`config.mk`:
```
export PLATFORM = sky130hd
export DESIGN_NAME = mem_port_arbiter
export DESIGN_NICKNAME = d
export VERILOG_FILES = /design/src/rtl/mem_port_arbiter_pkg.sv /design/src/rtl/mem_timeout_ctr.sv /design/src/rtl/mem_port_arbiter.sv
export SDC_FILE = /design/constraint.sdc
export NUM_CORES = 1
export LEC_CHECK = 0
export BUFFER_PORTS_ARGS = -buffer_cell sky130_fd_sc_hd__buf_2
export CAP_MARGIN = 30
export CELL_PAD_IN_SITES_DETAIL_PLACEMENT = 1
export CELL_PAD_IN_SITES_GLOBAL_PLACEMENT = 1
export CORE_MARGIN = 10
export CORE_UTILIZATION = 39
export DETAILED_ROUTE_END_ITERATION = 8
export GPL_TIMING_DRIVEN = 0
export PLACE_DENSITY_LB_ADDON = 0.1
export SLEW_MARGIN = 20
export SYNTH_ARGS = -nofsm -noshare
export SYNTH_HDL_FRONTEND = slang
export SYNTH_SLANG_ARGS = --single-unit
```
`constraint.sdc`:
```
create_clock -name clk -period 3.7 [get_ports clk]
set_input_delay 0.555 -clock clk [delete_from_list [all_inputs] [get_ports clk]]
set_output_delay 0.555 -clock clk [all_outputs]
set_load 0.03 [all_outputs]
```
`src/rtl/mem_port_arbiter_pkg.sv`:
```
// Shared encodings for the fetch / load-store memory port arbiter.
// Holds the FSM states, grant sources, the fixed fetch mask and a counter sizing helper.
package mem_port_arbiter_pkg;

    typedef enum logic [1:0] {
        IDLE    = 2'd0,
        IF_BUSY = 2'd1,
        LS_BUSY = 2'd2
    } arb_state_t;

    typedef enum logic {
        SRC_IF = 1'b0,
        SRC_LS = 1'b1
    } grant_src_t;

    localparam logic [3:0] FETCH_MASK = 4'b1111;

    // Bits needed to count up to limit, never less than one.
    function automatic int unsigned ctr_width(input int unsigned limit);
        return (limit < 2) ? 1 : $clog2(limit + 1);
    endfunction

endpackage

```
`src/rtl/mem_timeout_ctr.sv`:
```
// Access watchdog: counts stalled busy cycles and flags the cycle in which the
// TIMEOUT-th consecutive cycle without mem_valid is reached.
module mem_timeout_ctr
    import mem_port_arbiter_pkg::*;
#(
    parameter int unsigned TIMEOUT = 255
) (
    input  logic clk,
    input  logic rst,
    input  logic clr,
    input  logic en,
    output logic expired
);

    localparam int unsigned W = ctr_width(TIMEOUT);
    localparam logic [W-1:0] LAST = W'(TIMEOUT - 1);

    logic [W-1:0] count;

    always_ff @(posedge clk or negedge rst) begin
        if (!rst) begin
            count <= '0;
        end else if (clr) begin
            count <= '0;
        end else if (en) begin
            count <= count + W'(1);
        end
    end

    // The increment on this edge would make the count equal TIMEOUT.
    assign expired = en && (count == LAST);

endmodule

```
`src/rtl/mem_port_arbiter.sv`:
```
// Arbitrates one memory port between instruction fetch and load/store, with
// alternating priority under contention and a watchdog that aborts silent accesses.
module mem_port_arbiter
    import mem_port_arbiter_pkg::*;
#(
    parameter int unsigned TIMEOUT = 255
) (
    input  logic        clk,
    input  logic        rst,
    input  logic        if_req,
    input  logic [31:0] if_addr,
    output logic [31:0] if_rdata,
    output logic        if_valid,
    input  logic        ls_req,
    input  logic        ls_we_re,
    input  logic [3:0]  ls_mask,
    input  logic [31:0] ls_addr,
    input  logic [31:0] ls_wdata,
    output logic [31:0] ls_rdata,
    output logic        ls_valid,
    output logic        mem_request,
    output logic        mem_we_re,
    output logic [3:0]  mem_mask,
    output logic [31:0] mem_address,
    output logic [31:0] mem_wdata,
    input  logic [31:0] mem_rdata,
    input  logic        mem_valid,
    output logic        stall,
    output logic        err,
    output logic        err_src
);

    arb_state_t  state;
    arb_state_t  next_state;
    grant_src_t  last_grant;
    logic [31:0] addr_q;
    logic [31:0] wdata_q;
    logic [3:0]  mask_q;
    logic        we_q;
    logic        grant_if;
    logic        grant_ls;
    logic        done;
    logic        timed_out;
    logic        busy;
    logic        expired;

    assign busy = (state != IDLE);

    mem_timeout_ctr #(.TIMEOUT(TIMEOUT)) u_timeout (
        .clk     (clk),
        .rst     (rst),
        .clr     (grant_if | grant_ls),
        .en      (busy & ~mem_valid),
        .expired (expired)
    );

    always_ff @(posedge clk or negedge rst) begin
        if (!rst) begin
            state <= IDLE;
        end else begin
            state <= next_state;
        end
    end

    // Under contention LS wins unless it was the last one served.
    always_comb begin
        next_state = state;
        grant_if   = 1'b0;
        grant_ls   = 1'b0;
        done       = 1'b0;
        timed_out  = 1'b0;
        case (state)
            IDLE: begin
                if (ls_req && (!if_req || last_grant == SRC_IF)) begin
                    grant_ls   = 1'b1;
                    next_state = LS_BUSY;
                end else if (if_req) begin
                    grant_if   = 1'b1;
                    next_state = IF_BUSY;
                end
            end
            IF_BUSY, LS_BUSY: begin
                if (mem_valid) begin
                    done       = 1'b1;
                    next_state = IDLE;
                end else if (expired) begin
                    timed_out  = 1'b1;
                    next_state = IDLE;
                end
            end
            default: next_state = IDLE;
        endcase
    end

    always_ff @(posedge clk or negedge rst) begin
        if (!rst) begin
            last_grant <= SRC_IF;
            addr_q     <= '0;
            we_q       <= 1'b0;
            mask_q     <= '0;
            wdata_q    <= '0;
        end else if (grant_if) begin
            last_grant <= SRC_IF;
            addr_q     <= if_addr;
            we_q       <= 1'b0;
            mask_q     <= FETCH_MASK;
            wdata_q    <= '0;
        end else if (grant_ls) begin
            last_grant <= SRC_LS;
            addr_q     <= ls_addr;
            we_q       <= ls_we_re;
            mask_q     <= ls_mask;
            wdata_q    <= ls_wdata;
        end
    end

    // Writes also return mem_rdata and pulse ls_valid so the core sees one completion path.
    always_ff @(posedge clk or negedge rst) begin
        if (!rst) begin
            if_rdata <= '0;
            ls_rdata <= '0;
            if_valid <= 1'b0;
            ls_valid <= 1'b0;
            err      <= 1'b0;
            err_src  <= 1'b0;
        end else begin
            if_valid <= 1'b0;
            ls_valid <= 1'b0;
            err      <= timed_out;
            if (done && state == IF_BUSY) begin
                if_rdata <= mem_rdata;
                if_valid <= 1'b1;
            end
            if (done && state == LS_BUSY) begin
                ls_rdata <= mem_rdata;
                ls_valid <= 1'b1;
            end
            if (timed_out) begin
                err_src <= (state == LS_BUSY);
            end
        end
    end

    assign mem_request = busy;
    assign mem_address = addr_q;
    assign mem_we_re   = we_q;
    assign mem_mask    = mask_q;
    assign mem_wdata   = wdata_q;
    assign stall       = (if_req & ~if_valid) | (ls_req & ~ls_valid);

endmodule
```
==> metrics, run 1 <==
Routed Antenna Nets 0; Final setup viols 0; number of H-tree levels 4; HP Class in2async; status complete, no violations; antenna violations before repair 4; max incr delay on CP 0.47 ns; critical path endpoint mem_wdata[10]$_DFFE_PN0N_; largest net degree at the start of global routing slightly above 90; Initial Utilization 40.0%; Synth Area per Inst 14.2 um2; Post-synth EDFFs 0; core box area 0.0146 mm2; Most Frequent Cell on Critical Path and2_1; RSZ-0062 raised after global routing false; area leader, netlist dfrtp_1; row cnt 44; Synth top area share ~63%; CP max stage cell buf_1; die area 0.0203 mm2; filler cell count approximately 1,600; CTS tree done; fin crit period 2.24 ns; f_max ~0.45 GHz; Die X-Extent about 140 um; gpl congestion 0.796; Pleak slightly above 4 nW; DRT iter0 DRCs 137; critical path depth in cells 8; register area share after synthesis 63.2%; Worst Path Max Fanout 10; Clock Skew 0.00590 ns; CP Class reg2reg; R2R Path End mem_wdata[10]$_DFFE_PN0N_; synthesized flop and latch total 148; Most used DFF post-synth dfrtp_1; Area contributors post-synth dfrtp_1 (63%), mux2_2 (12%), a221o_1 (5.5%), a22o_1 (4.9%), and2_1 (3.8%); I/O Buffers between 200 and 300; crit end category register; Die Span Y 143 um; post_cts resized 0; share of post-route cells with drive strength above 1 52.2%; detailed-placement wirelength estimate 15,200 um; routed len/inst 21.4 um; residual DRC count 0; Worst R2R Path Depth 8; final slew viol count 0; Largest delay share family, worst path buffers and inverters; I/O pins 277; vias in the first global route roughly 5,300; post-placement worst setup slack 1.29 ns; synth unique cells 38; via-per-instance ratio 5.11; CTS sink cnt 148; PwrDens 1050 mW/mm2; FF/Latch Area 0.00370 mm2; Layout area overhead 38.0%; Pre-Repair DR Iteration Count 4; total number of vias 4,646; # hold bufs at CTS 0; WP data arrival 2.59 ns; total negative slack 0 ns; multi-input logic area 0.00199 mm2; clk buf depth 2; Async SR Flop Fraction 100%; Clk Latency, worst-skew pair 0.41 ns; Post-CTS Setup Bufs 0; number of buffers created by CTS 17; Synth Net Count 557; Final Hold Fails 0; final worst slack 1.46 ns; Synth Cell Area ~0.0059 mm2; crit path from state[0]$_DFFE_PN0P_; Gate Count Post-Synth 414; Final period util 60.7%; fin nets 852; worst r2r src state[0]$_DFFE_PN0P_; Synth Warn # 0; Root Driver clkbuf_16; Worst-path clk slew 0.07 ns; global-route wire length before repair around 30,000 um; Bufs and invs on worst path 4; Worst-Margin Slew 0.634 ns; Congestion Overflow GR 0; Peak VDD IR ~0.55 mV; total wire length a little under 20,000 um; Max-slew headroom 57.3%; Overall Global Routing Usage 18.9%; max_cap viols 0; Worst Path Required 4.04 ns; setup slack, reg-to-reg 1.46 ns; CP startpoint kind register; critical path, cell by cell inv_1, ha_1, buf_6, and2_1, and2_1, buf_2, buf_1, a22o_1
-- report_power, final --
part / internal (mW) / switching (mW) / leakage (nW)
Sequential: 2.38 / 0.385 / 1.84
Combinational: 1.37 / 2.68 / 2.03
Clock: 0.999 / 0.680 / 0.277
-- worst min-delay path by stage --
stage                                   from                   endpoint  slack (ns)  depth (start not counted)
finish                                   rst  mem_wdata[11]$_DFFE_PN0N_        0.06                          1
global route                             rst  mem_wdata[11]$_DFFE_PN0N_        0.07                          1
CTS                                      rst  mem_wdata[11]$_DFFE_PN0N_        0.06                          1
detailed placement  mem_wdata[2]$_DFFE_PN0N_   mem_wdata[2]$_DFFE_PN0N_        0.48                          1
global placement         err_src$_DFFE_PN0P_        err_src$_DFFE_PN0P_        0.47                          1
floorplan                                rst              err$_DFF_PN0_        0.26                          0
-- area by class of cell --
class                   count  share of cell area (%)
clock buffers              18                    5.30
well taps                 184                    2.84
multi-input cells         227                    24.6
flip-flops and latches    148                    45.8
inverters                  11                   0.510
diodes                      3                  0.0928
plain buffers              28                    1.53
repair buffers            276                    17.5
clock inverters            14                    1.86
-- cells by family after synthesis --
logic type      count (synthesis)  synth area share (%)
fa+ha+maj                       5                  1.07
mux                            66                  12.7
compound gates                 86                  12.9
buf+inv                        39                  2.82
simple gates                   68                  7.11
xor+xnor                        2                 0.299
flops                         148                  63.2
-- per-layer routing --
metal	vias to the layer above	global-route usage, %	part of all wire [%]
met5	-	0	0.13
met1	2320	20.8	38
met4	4	6.51	1.7
li1	2117	-	-
met3	30	7.00	7.9
met2	175	33.1	52
-- layout by cell type, fill, tap and decap left out, drive strengths merged, types with 2 or more instances in the layout --
cell,Yosys,layout
nand2b,2,2
clkbuf,16,34
a221o,32,32
and3b,2,2
o31ai,2,2
a21oi,2,2
o22a,3,3
inv,11,15
dfrtp,148,148
clkinv,0,5
o211ai,2,2
nor3b,2,2
nand3,4,4
ha,5,5
o21ai,5,5
or4,2,2
nand2,10,10
nor2,4,4
clkinvlp,0,3
buf,12,288
mux2,65,65
a32oi,2,2
and2,36,36
xnor2,2,2
diode,0,3
bufinv,0,2
a22o,33,33
-- registers in the layout, summed over array words and instances, names as in the netlist --
| name | flops |
|---|---|
| err | 1 |
| err_src | 1 |
| if_rdata | 32 |
| if_valid | 1 |
| last_grant | 1 |
| ls_rdata | 32 |
| ls_valid | 1 |
| mem_address | 32 |
| mem_mask | 4 |
| mem_wdata | 32 |
| mem_we_re | 1 |
| state | 2 |
| u_timeout.count | 8 |
-- stage by stage --
step / hold slack, ns / area (um2) / utilization (%) / power (mW) / std cells
after floorplan: 0.259 / 5860 / - / 5.46 / 414
after global placement: 0.471 / 7470 / 51.0 / 6.73 / 873
after detailed placement: 0.477 / 7510 / 51.3 / 6.88 / 874
after CTS: 0.0597 / 8090 / 55.2 / 8.62 / 906
after global routing: 0.0749 / 8090 / 55.3 / 9.00 / 908
final: 0.0567 / 8090 / 55.3 / 8.49 / 909
-- cell usage after synthesis (3+ instances only) --
cell and count:
a221o_1 32, nand2_1 10, inv_1 11, buf_1 7, nor2_1 4, clkbuf_1 16, ha_1 5, nand3_1 4
dfrtp_1 148, mux2_2 64, buf_2 3, o21ai_0 5, a22o_1 33, and2_1 36, o22a_1 3
Note: power is estimated with default switching activity, not from simulation.
==> run 2: changes to the inputs <==
--- a/config.mk
+++ b/config.mk
@@ -5,12 +5,13 @@
 export SDC_FILE = /design/constraint.sdc
 export NUM_CORES = 1
 export LEC_CHECK = 0
+export ABC_AREA = 1
 export BUFFER_PORTS_ARGS = -buffer_cell sky130_fd_sc_hd__buf_2
 export CAP_MARGIN = 30
 export CELL_PAD_IN_SITES_DETAIL_PLACEMENT = 1
 export CELL_PAD_IN_SITES_GLOBAL_PLACEMENT = 1
 export CORE_MARGIN = 10
-export CORE_UTILIZATION = 39
+export CORE_UTILIZATION = 30
 export DETAILED_ROUTE_END_ITERATION = 8
 export GPL_TIMING_DRIVEN = 0
 export PLACE_DENSITY_LB_ADDON = 0.1
==> constraint.sdc (replaced) <==
create_clock -name clk -period 1.8 [get_ports clk]
set_input_delay 0.27 -clock clk [delete_from_list [all_inputs] [get_ports clk]]
set_output_delay 0.27 -clock clk [all_outputs]
set_load 0.03 [all_outputs]
==> metrics, run 2 <==
Peak VDD IR 0.740 mV; Pleak 4.77 nW; Synth top area share 61.9%; Die X-Extent between 150 and 200 um; commonest cells in the netlist nand2_1 (263), dfrtp_1 (148), o21ai_0 (68); Routed Antenna Nets 0; fin nets 1,087; Final period util 94.6%; f_max 0.587 GHz; HP Class in2reg; Root Driver clkbuf_16; Congestion Overflow GR 0; via-per-instance ratio 4.45; multi-input logic area 0.00195 mm2; total negative slack 0 ns; Worst Path Max Fanout 6; Clock Skew a little over 0.009 ns; largest net degree at the start of global routing 77; antenna violations before repair 1; Final setup viols 0; Final Hold Fails 0; number of buffers created by CTS 17; Area contributors post-synth dfrtp_1 (62%), nand2_1 (17%), o21ai_0 (5.7%), a22o_1 (4.8%), inv_1 (3.2%); synthesized flop and latch total 148; residual DRC count 0; Synth Net Count 790; gpl congestion 0.766; die area 0.0260 mm2; commonest non-fill, non-tap cell in the layout buf_2; final core utilization 43.1%; total number of vias 5,440; CTS tree done; CTS sink cnt between 100 and 150; Overall Global Routing Usage ~16%; row cnt between 50 and 60; synth unique cells 25; Worst-path clk slew about 0.07 ns; Initial Utilization a little under a third; Async SR Flop Fraction 100%; clk buf depth 2; Post-synth EDFFs 0; fin crit period about 1.7 ns; RSZ-0062 raised after global routing false; Most used DFF post-synth dfrtp_1; max_cap viols 0; area of placed instances 0.00773 mm2; most frequent cell after synthesis nand2_1; Post-CTS Setup Bufs 0; Synth Area per Inst between 9 and 10 um2; Worst Path Required 1.53 ns; total wire length 21,200 um; Clk Latency, worst-skew pair 0.41 ns; share of post-route cells with drive strength above 1 36.4%; I/O Buffers 276; global-route wire length before repair 33,700 um; core box area around 0.020 mm2; vias in the first global route 5,931; CP startpoint kind register; Synth Cell Area between 0.005 and 0.006 mm2; detailed-placement wirelength estimate 16,400 um; WP data arrival roughly 1.4 ns; Max-slew headroom 59.5%; Layout area overhead 40.6%; Gate Count Post-Synth ~650; PwrDens 1940 mW/mm2; Die Span Y 161 um; routed len/inst 17.3 um; FF/Latch Area 0.00370 mm2; DRT iter0 DRCs 174; final slew viol count 0; most frequent cells in the layout buf_2 (283), nand2_1 (262), dfrtp_1 (148), o21ai_0 (68), inv_1 (49); crit end category output port; filler cell count 2,394; status complete, no violations; Synth Warn # 0; CP Class reg2out; Pre-Repair DR Iteration Count 4; register area share after synthesis 61.9%; Worst-Margin Slew just over 0.6 ns; I/O pins 277; number of H-tree levels 4; area leader, netlist dfrtp_1; post-route design area 0.00841 mm2
## run 2: cell count changes after synthesis, moves of 9 or more
cell / change
nand2_1: +253
mux2_2: -64
o21ai_0: +63
inv_1: +40
and2_1: -36
a221o_1: -32
nand3_1: +12
buf_2: +9
## run 2: cell families after synthesis
| family | after synthesis | synth area share, % |
|---|---|---|
| flops | 148 | 61.9 |
| compound gates | 110 | 11.4 |
| buf+inv | 87 | 6.13 |
| xor+xnor | 2 | 0.293 |
| simple gates | 295 | 19.2 |
| fa+ha+maj | 5 | 1.05 |
## run 2: layer usage
layer / track usage (%) / share of wire, % / vias to the layer above
met5: 0 / 0 / -
met4: 3.97 / 1.3 / 0
met3: 6.48 / 7.5 / 18
met2: 26.4 / 49 / 145
met1: 19.8 / 43 / 2627
li1: - / - / 2650
## run 2: area by class of cell
| type | instances | area share, % |
|---|---|---|
| Multi-Input combinational cell | 412 | 23.1 |
| Inverter | 53 | 2.42 |
| Antenna cell | 1 | 0.0297 |
| Clock buffer | 19 | 5.15 |
| Timing Repair Buffer | 278 | 17.1 |
| Sequential cell | 148 | 44.0 |
| Buffer | 34 | 2.36 |
| Tap cell | 265 | 3.94 |
| Clock inverter | 12 | 1.87 |
## run 2: worst max-delay path, cell delays in order (launching register included)
cell	delay, ns
dfrtp_1	0.37
inv_1	0.07
ha_1	0.20
buf_4	0.18
inv_4	0.08
buf_6	0.13
## run 2: through the flow
stage | cells | total power [mW] | setup WS, ns | hold WS, ns
finish | 1222 | 16.3 | 0.0975 | 0.0557
global route | 1222 | 17.5 | 0.00283 | 0.0468
CTS | 1221 | 16.6 | 0.00171 | 0.0424
detailed placement | 1189 | 12.9 | -0.238 | 0.284
global placement | 1188 | 12.8 | -1.96 | 0.460
floorplan | 647 | 10.1 | 0.0582 | -0.0256
## run 2: path summary, 6_finish.rpt
path	startpoint	to	slack, ns	depth (start not counted)
min in group asynchronous	rst	mem_address[18]$_DFFE_PN0N_	0.38	2
min reg2reg	mem_address[7]$_DFFE_PN0N_	mem_address[7]$_DFFE_PN0N_	0.47	2
max reg2reg	state[0]$_DFFE_PN0P_	mem_wdata[11]$_DFFE_PN0N_	0.13	7
min	if_addr[26]	mem_address[26]$_DFFE_PN0N_	0.06	3
max	state[0]$_DFFE_PN0P_	mem_request	0.1	5
max in group asynchronous	rst	ls_rdata[31]$_DFFE_PN0P_	0.61	3
## run 2: repair_timing
action,4_1_cts,5_1_grt
gates resized for setup,16,23
setup endpoints to repair,99,77
hold endpoints to repair,75,0
hold buffers,1,0
gates cloned,0,0
## run 2: where the power goes
| group | total, mW | internal, mW | switching (mW) |
|---|---|---|---|
| logic | 7.39 | 2.11 | 5.28 |
| clock network | 3.58 | 2.18 | 1.40 |
| registers | 5.38 | 4.69 | 0.687 |
